$ cat src/rtl/reg_file_ctrl.sv
// Write-port arbiter and read-port sequencer in front of a register file.
// A CLEAR sequencer has priority over the user writer, and an auto-SCAN walks the read address.
module reg_file_ctrl #(
    parameter int unsigned N                 = 3,
    parameter int unsigned BITS              = 4,
    parameter int unsigned DWELL             = 2,
    parameter logic [BITS-1:0] CLR_VAL       = {BITS{1'b0}}
) (
    input  logic            clk,
    input  logic            reset,
    input  logic            clr_start,
    input  logic            scan_start,
    input  logic            scan_stop,
    input  logic            usr_wr_req,
    input  logic [N-1:0]    usr_addr,
    input  logic [BITS-1:0] usr_data,
    input  logic [N-1:0]    usr_rd_addr,
    output logic            usr_wr_ack,
    output logic            rf_we,
    output logic [N-1:0]    rf_addr_w,
    output logic [BITS-1:0] rf_data_w,
    output logic [N-1:0]    rf_addr_r,
    input  logic [BITS-1:0] rf_data_r,
    output logic [N-1:0]    disp_addr,
    output logic [BITS-1:0] disp_data,
    output logic            busy,
    output logic            done
);

    localparam int unsigned DW   = (DWELL > 1) ? $clog2(DWELL) : 1;
    localparam logic [N-1:0] LAST = {N{1'b1}};

    typedef enum logic [1:0] {
        S_IDLE  = 2'd0,
        S_CLEAR = 2'd1,
        S_SCAN  = 2'd2
    } state_t;

    state_t          r_state;
    logic [N-1:0]    r_cnt;
    logic [N-1:0]    r_scan;
    logic [DW-1:0]   r_dwell;
    logic            r_armed;
    logic            r_done;
    logic [N-1:0]    r_disp_addr;
    logic [BITS-1:0] r_disp_data;

    logic            w_grant;
    logic            w_we;
    logic [N-1:0]    w_addr_w;
    logic [BITS-1:0] w_data_w;
    logic [N-1:0]    w_addr_r;

    // Port muxing; a user request is not granted on the cycle a CLEAR is being launched.
    always_comb begin
        w_grant  = 1'b0;
        w_we     = 1'b0;
        w_addr_w = {N{1'b0}};
        w_data_w = {BITS{1'b0}};
        w_addr_r = {N{1'b0}};
        if (reset) begin
            w_grant = 1'b0;
        end else begin
            case (r_state)
                S_CLEAR: begin
                    w_we     = 1'b1;
                    w_addr_w = r_cnt;
                    w_data_w = CLR_VAL;
                    w_addr_r = usr_rd_addr;
                end
                S_SCAN: begin
                    w_grant  = usr_wr_req && r_armed && !clr_start;
                    w_addr_r = r_scan;
                end
                default: begin
                    w_grant  = usr_wr_req && r_armed && !clr_start;
                    w_addr_r = usr_rd_addr;
                end
            endcase
            if (w_grant) begin
                w_we     = 1'b1;
                w_addr_w = usr_addr;
                w_data_w = usr_data;
            end else begin
                w_we     = w_we;
            end
        end
    end

    // Sequencer state, request arming, completion pulse and display capture.
    always_ff @(posedge clk or posedge reset) begin
        if (reset) begin
            r_state     <= S_IDLE;
            r_cnt       <= {N{1'b0}};
            r_scan      <= {N{1'b0}};
            r_dwell     <= {DW{1'b0}};
            r_armed     <= 1'b1;
            r_done      <= 1'b0;
            r_disp_addr <= {N{1'b0}};
            r_disp_data <= {BITS{1'b0}};
        end else begin
            r_disp_addr <= w_addr_r;
            r_disp_data <= rf_data_r;
            r_done      <= (r_state == S_CLEAR) && (r_cnt == LAST);
            if (w_grant) begin
                r_armed <= 1'b0;
            end else if (!usr_wr_req) begin
                r_armed <= 1'b1;
            end
            case (r_state)
                S_IDLE: begin
                    if (clr_start) begin
                        r_state <= S_CLEAR;
                        r_cnt   <= {N{1'b0}};
                    end else if (scan_start) begin
                        r_state <= S_SCAN;
                        r_scan  <= {N{1'b0}};
                        r_dwell <= {DW{1'b0}};
                    end
                end
                S_CLEAR: begin
                    if (r_cnt == LAST) begin
                        r_state <= S_IDLE;
                        r_cnt   <= {N{1'b0}};
                    end else begin
                        r_cnt   <= r_cnt + N'(1);
                    end
                end
                S_SCAN: begin
                    if (clr_start) begin
                        r_state <= S_CLEAR;
                        r_cnt   <= {N{1'b0}};
                    end else if (scan_stop) begin
                        r_state <= S_IDLE;
                    end else if (r_dwell == DW'(DWELL - 1)) begin
                        r_dwell <= {DW{1'b0}};
                        r_scan  <= r_scan + N'(1);
                    end else begin
                        r_dwell <= r_dwell + DW'(1);
                    end
                end
                default: begin
                    r_state <= S_IDLE;
                end
            endcase
        end
    end

    assign usr_wr_ack = w_grant;
    assign rf_we      = w_we;
    assign rf_addr_w  = w_addr_w;
    assign rf_data_w  = w_data_w;
    assign rf_addr_r  = w_addr_r;
    assign disp_addr  = r_disp_addr;
    assign disp_data  = r_disp_data;
    assign busy       = (r_state == S_CLEAR);
    assign done       = r_done;

endmodule

$ cat config.mk
export PLATFORM = sky130hd
export DESIGN_NAME = reg_file_ctrl
export DESIGN_NICKNAME = d
export VERILOG_FILES = /design/src/rtl/reg_file_ctrl.sv
export SDC_FILE = /design/constraint.sdc
export NUM_CORES = 1
export LEC_CHECK = 0
export BUFFER_PORTS_ARGS = -buffer_cell sky130_fd_sc_hd__buf_2
export CORE_MARGIN = 2
export CORE_UTILIZATION = 36
export DETAILED_ROUTE_END_ITERATION = 8
export GPL_TIMING_DRIVEN = 0
export PLACE_DENSITY_LB_ADDON = 0.05
export SLEW_MARGIN = 20
export SYNTH_ARGS = -nofsm -noshare
export SYNTH_HDL_FRONTEND = slang
export SYNTH_SLANG_ARGS = --single-unit
$ cat constraint.sdc
create_clock -name clk -period 1.7 [get_ports clk]
set_input_delay 0.51 -clock clk [delete_from_list [all_inputs] [get_ports clk]]
set_output_delay 0.51 -clock clk [all_outputs]
set_load 0.05 [all_outputs]
==> results of run 1 <==
==> sequential cells by signal, indices dropped and copies added, names as in the netlist <==
| name | count |
|---|---|
| disp_data | 4 |
| r_dwell | 1 |
| r_cnt | 3 |
| r_armed | 1 |
| done | 1 |
| r_scan | 3 |
| disp_addr | 3 |
| r_state | 2 |
==> logic make-up after synthesis <==
kind of cell | synth area share, %
AO/OA/AOI/OAI | 14.8
adder cells (fa/ha/maj) | 5.64
buffers and inverters | 4.79
flip-flops | 50.9
multiplexers | 5.78
AND/OR/NAND/NOR | 18.1
==> where the power goes <==
part | switching (mW) | total (mW) | internal, mW
registers | 0.0987 | 0.628 | 0.529
logic | 0.533 | 1.03 | 0.498
clock network | 0.124 | 0.255 | 0.130
==> worst paths after layout <==
path                         startpoint           end  slack (ps)
max                          r_state[0]  rf_addr_w[2]        -440
min                        rf_data_r[2]  disp_data[2]         330
max reg2reg                  r_state[0]     r_scan[2]        -120
min reg2reg                     r_armed       r_armed         460
max in group asynchronous         reset  disp_data[3]         710
min in group asynchronous         reset    r_state[0]         560
==> critical path: cells and delay by family, from the launching register on <==
family / cells / cell delay [ps]
flops: 1 / 410
simple gates: 2 / 390
compound gates: 1 / 300
buf+inv: 2 / 250
==> layout by cell type (no fill, tap or decap), drive strengths merged, types with 4 or more instances in the layout <==
cell type and n:
inv 6, dfrtp 17, mux2i 4, a22o 6
nor2 5, clkbuf 5, and2 5, buf 51
nand2b 5, ha 4
==> metrics by stage <==
stage | setup slack [ps] | instances | total power, mW
finish | -440 | 161 | 1.91
CTS | -496 | 156 | 1.80
floorplan | -746 | 79 | 1.19
global route | -523 | 161 | 2.04
detailed placement | -455 | 146 | 1.35
global placement | -425 | 146 | 1.33
==> per-layer routing <==
layer  track usage, %  up-vias  part of all wire (%)
li1                 -      387                     -
met1             19.9      367                    43
met2             27.0       30                    50
met3             5.28        2                   6.4
met4             3.85        0                  0.76
met5                0        -                     0
==> what timing repair did <==
action | CTS | global route
endpoints found under the setup margin | 13 | 17
resized for setup | 39 | 17
pin swaps | 11 | 9
gates cloned | 1 | 0
buffers inserted | 5 | 7
hold buffers | 0 | 0
==> area by class of cell <==
type,instances,area share (%)
Buffer,2,1.05
Sequential cell,18,31.5
Multi-Input combinational cell,53,33.2
Timing Repair Buffer,50,27.4
Tap cell,28,2.44
Clock buffer,4,2.53
Inverter,6,1.92
==> summary.md, run 1 <==
| Metric | Value |
|---|---|
| Outcome | `complete, but fails checks` |
| Failing checks | `negative setup slack` |
| Dpl hpwl | `roughly 1400 um` |
| Worst hold-check path type | `in -> reg` |
| Top cell type by total area after synthesis | `dfrtp_1` |
| Worst-Skew Late Latency | `290 ps` |
| Minimum clock period | `between 2000 and 2500 ps` |
| Synth area leaders | `dfrtp_1, ha_1, mux2i_1` |
| Die H | `53.6 um` |
| Synth Flop Type | `dfrtp_1` |
| Site row count | `17` |
| Vias in the first global route | `687` |
| Root Driver | `clkbuf_4` |
| Layout net count | `158` |
| Power Dens Cells | `1330 nW/um2` |
| CP peak stage delay | `410 ps` |
| Final ANT Viol Nets | `0` |
| First-pass GRT wire length | `3220 um` |
| DRT Wirelength | `2110 um` |
| Worst path required time | `1190 ps` |
| Syn Area/Cell | `11.2 um2` |
| Fmax | `467 MHz` |
| Maximum buffer depth of the clock tree | `2` |
| Setup CP Type | `reg -> out` |
| Area of the multi-input gates | `477 um2` |
| Yosys warning count | `0` |
| Fill count | `193` |
| Count of boundary I/O pins | `41` |
| Synth Register Bits | `18` |
| Worst path cell trace | `or2b_4 > inv_6 > nor3_4 > a22o_2 > buf_8` |
| Worst Path Arrival | `roughly 1600 ps` |
| CTS H-tree lvls | `1` |
| Final setup margin | `-440 ps` |
| Type of origin of the critical path | `register` |
| Cell area after placement | `1140 um2` |
| Reg2reg path depth | `6` |
| DR pass1 iterations | `2` |
| Area growth, synth to finish | `61.8%` |
| Period utilisation layout | `126%` |
| Core Area | `2280 um2` |
| Slew Limit Headroom | `55.8%` |
| Clk_skew | `8.57 ps` |
| Hold path depth | `1` |
| Routed length per placed instance | `~13 um` |
| Layout cells sized above 1 | `63.9%` |
| Crit path max-delay cell type | `dfrtp_1` |
| Worst Path Max Fanout | `5` |
| 1st-iter DRT viols | `4` |
| Die area | `around 2900 um2` |
| Die width | `53.6 um` |
| Sink Count | `18` |
| Vias | `786` |
| Final core utilization | `63.1%` |
| Peak supply drop | `0.000771 V` |
| CTS tree | `yes` |
| Syn Std Cell Area | `around 890 um2` |
| Sum Neg Setup Slack | `-4870 ps` |
| Sequential share of the synthesized area | `50.9%` |
| Post-synthesis cell type count | `31` |
| Clock slew at reported path FFs | `100 ps` |
| Total CTS buffers | `3` |
| Routability-driven placement congestion ratio | `0.725` |
| LEAKAGE | `just over 0.7 nW` |
| Count leader, synth | `dfrtp_1` |
| Final Cell Area | `1440 um2` |
| Vias per std cell | `4.88` |
| Largest net degree at the start of global routing | `19` |
| Maxcap violations | `0` |
| Slew Limit Fails | `0` |
| Final Setup Violations | `15` |
| Synthesized Nets | `103` |
| Initial antenna violation count | `0` |
| Async SR Flop Fraction | `100%` |
| N_diodes | `0` |
| Post-synth top area share | `48.0%` |
| Hold Vio Cnt, Final | `0` |
| Worst Setup End Kind | `output port` |
| Starting Density | `39.0%` |
| Register area | `452 um2` |
| Post-route DRC | `0` |
| RSZ-0062 raised after global routing | `true` |
| Total GRT Usage | `16.0%` |
| Cells after synthesis | `79` |
| PortBufs | `39` |
| GRT overflow | `0` |
| Slew @ Worst Pin | `662 ps` |
| Post-synth EDFFs | `0` |
| Post-synth top cells | `dfrtp_1, inv_1, and2_1, nand2b_1, nor2_1` |
| WHS | `331 ps` |
(Power assumes the default switching activity.)
==> run 2: changes to the inputs <==
==> constraint.sdc (replaced) <==
create_clock -name clk -period 2.15 [get_ports clk]
set_input_delay 0.645 -clock clk [delete_from_list [all_inputs] [get_ports clk]]
set_output_delay 0.645 -clock clk [all_outputs]
set_load 0.05 [all_outputs]
==> summary.md, run 2 (synthesized netlist as in run 1, its figures left out) <==
| Metric | Value |
|---|---|
| Power Dens Cells | `1050 nW/um2 (-21%)` |
| Routability-driven placement congestion ratio | `0.711 (-2.0%)` |
| Worst-Skew Late Latency | `300 ps (about the same)` |
| Slew Limit Headroom | `55.2% (-0.61 points)` |
| Die H | `53.6 um (unchanged)` |
| Starting Density | `39.0% (unchanged)` |
| 1st-iter DRT viols | `11 (+7)` |
| Die area | `2880 um2 (unchanged)` |
| Vias in the first global route | `687 (unchanged)` |
| Gate power share | `52.0% (-1.9 points)` |
| Clock slew at reported path FFs | `90 ps (about the same)` |
| First-pass GRT wire length | `3100 um (-3.8%)` |
| Routed wl met2 | `1050 um (+0.38%)` |
| Worst path required time | `1500 ps (+310 ps)` |
| Type of origin of the critical path | `primary input` |
| Maxcap violations | `0 (unchanged)` |
| Initial antenna violation count | `0 (unchanged)` |
| Net Sw Frac | `39.8% (+0.32 points)` |
| DRT Wirelength | `2150 um (+1.7%)` |
| GRT overflow | `0 (unchanged)` |
| Post-route DRC | `0 (unchanged)` |
| LEAKAGE | `0.729 nW (+0.67%)` |
| Seq pwr share | `33.7% (+0.9 points)` |
| Vias | `796 (+1.3%)` |
| Fmax | `438 MHz` |
| Hold path depth | `1 (unchanged)` |
| Net Sw Power | `578 uW (-23%)` |
| Maximum buffer depth of the clock tree | `2 (unchanged)` |
| Dpl hpwl | `1420 um (-0.25%)` |
| CTS tree | `yes` |
| Worst hold-check path type | `in -> reg` |
| Layout net count | `157 (-0.63%)` |
| Die width | `53.6 um (unchanged)` |
| RSZ-0062 raised after global routing | `true` |
| N_diodes | `0 (unchanged)` |
| Outcome | `complete, but fails checks` |
| Layout cells sized above 1 | `56.8% (-7.1 points)` |
| Met1 WL | `934 um (+2.5%)` |
| Count of boundary I/O pins | `41 (unchanged)` |
| Core Area | `2280 um2 (unchanged)` |
| Metal3 WL | `135 um (-0.74%)` |
| Most common cell after layout, fill and taps aside | `buf_2` |
| Failing checks | `negative setup slack` |
| Worst Path Arrival | `1640 ps (about the same)` |
| Slew Limit Fails | `0 (unchanged)` |
| Top layer used by detailed routing | `met4` |
| Dpl cells | `146 (unchanged)` |
| Clk pwr share | `14.3% (+1.0 points)` |
| Pint | `874 uW (-24%)` |
| Layout Cells excl Fill | `160 (-0.62%)` |
| Hold Vio Cnt, Final | `0 (unchanged)` |
| Worst Path Max Fanout | `5 (unchanged)` |
| Max reg flops | `4 (unchanged)` |
| Area growth, synth to finish | `55.3%` |
| Most frequent cells in the layout | `buf_2, dfrtp_1, buf_6, buf_4` |
| Routed length per placed instance | `13.4 um (+2.3%)` |
| Final setup margin | `-131 ps (+310 ps)` |
| Reg2reg path depth | `6 (unchanged)` |
| Site row count | `17 (unchanged)` |
| Worst Setup End Kind | `output port` |
| Largest net degree at the start of global routing | `19 (unchanged)` |
| Minimum clock period | `2280 ps` |
| Final core utilization | `60.5% (-2.5 points)` |
| Period utilisation layout | `106%` |
| Total CTS buffers | `3 (unchanged)` |
| Root Driver | `clkbuf_4` |
| Sink Count | `18 (unchanged)` |
| Final Setup Violations | `9 (-6)` |
| PortBufs | `39 (unchanged)` |
| Peak supply drop | `0.000550 V (-29%)` |
| Final ANT Viol Nets | `0 (unchanged)` |
| CTS H-tree lvls | `1 (unchanged)` |
| Vias per std cell | `4.98 (+1.9%)` |
| DR pass1 iterations | `4 (+2)` |
| Slew @ Worst Pin | `671 ps (+9.19 ps)` |
| Total GRT Usage | `15.6% (-0.40 points)` |
| Clk_skew | `12.7 ps (+4.17 ps)` |
| Setup CP Type | `in -> out` |
==> run 2: cell types whose count changed in the layout (fill, tap and decap cells not counted), sizes merged <==
cell	before	now
buf	51	50
==> run 2: stage by stage <==
step | hold WS (ps) | power, mW | TNS [ps] | setup slack (ps) | area [um2]
final | 458 | 1.45 | -982 | -131 | 1380
after global routing | 437 | 1.54 | -1710 | -224 | 1380
after CTS | 446 | 1.42 | -1450 | -168 | 1320
after detailed placement | 461 | 1.07 | -2120 | -284 | 1130
after global placement | 452 | 1.05 | -1820 | -246 | 1130
after floorplan | 441 | 0.941 | -3210 | -431 | 902
==> run 2: final timing paths <==
kind	from	to	slack, ps
hold reg to reg	r_armed	r_armed	460
setup reg to reg	r_state[0]	r_scan[2]	270
setup / recovery	clr_start	rf_addr_w[1]	-130
min in group asynchronous	reset	r_cnt[0]	650
max in group asynchronous	reset	disp_data[1]	1060
hold / removal	rf_data_r[0]	disp_data[0]	460
==> run 2: power by group through the flow <==
stage                     Sequential, mW  Clock (mW)  Combinational [mW]
after global placement             0.489           0               0.561
after CTS                          0.486       0.214               0.720
after global routing               0.498       0.226               0.814
final                              0.489       0.208               0.755
after floorplan                    0.511           0               0.430
after detailed placement           0.494           0               0.575
==> run 2: layer usage <==
layer / GRT usage (%) / up-vias
met4: 6.41 / 0
li1: - / 387
met3: 5.28 / 2
met1: 18.5 / 379
met2: 25.9 / 28
met5: 0 / -
==> run 2: final cells by class <==
cell class              instances  area [um2]
repair buffers                 49         378
fillers                       186         898
plain buffers                   2        15.0
flip-flops and latches         18         452
well taps                      28        35.0
multi-input cells              53         439
clock buffers                   4        36.3
inverters                       6        22.5
==> run 2: critical path, cell delays in order <==
cell and delay, ps:
buf_6 110, nand3b_1 270, nor3_4 260, a22o_2 210
buf_8 140
==> run 2: what timing repair did <==
action | 4_1_cts | 5_1_grt
resized for setup | 30 | 15
hold buffers | 0 | 0
cloned | 1 | 0
setup buffers | 7 | 3
setup endpoints to repair | 11 | 12
pin swaps | 7 | 4
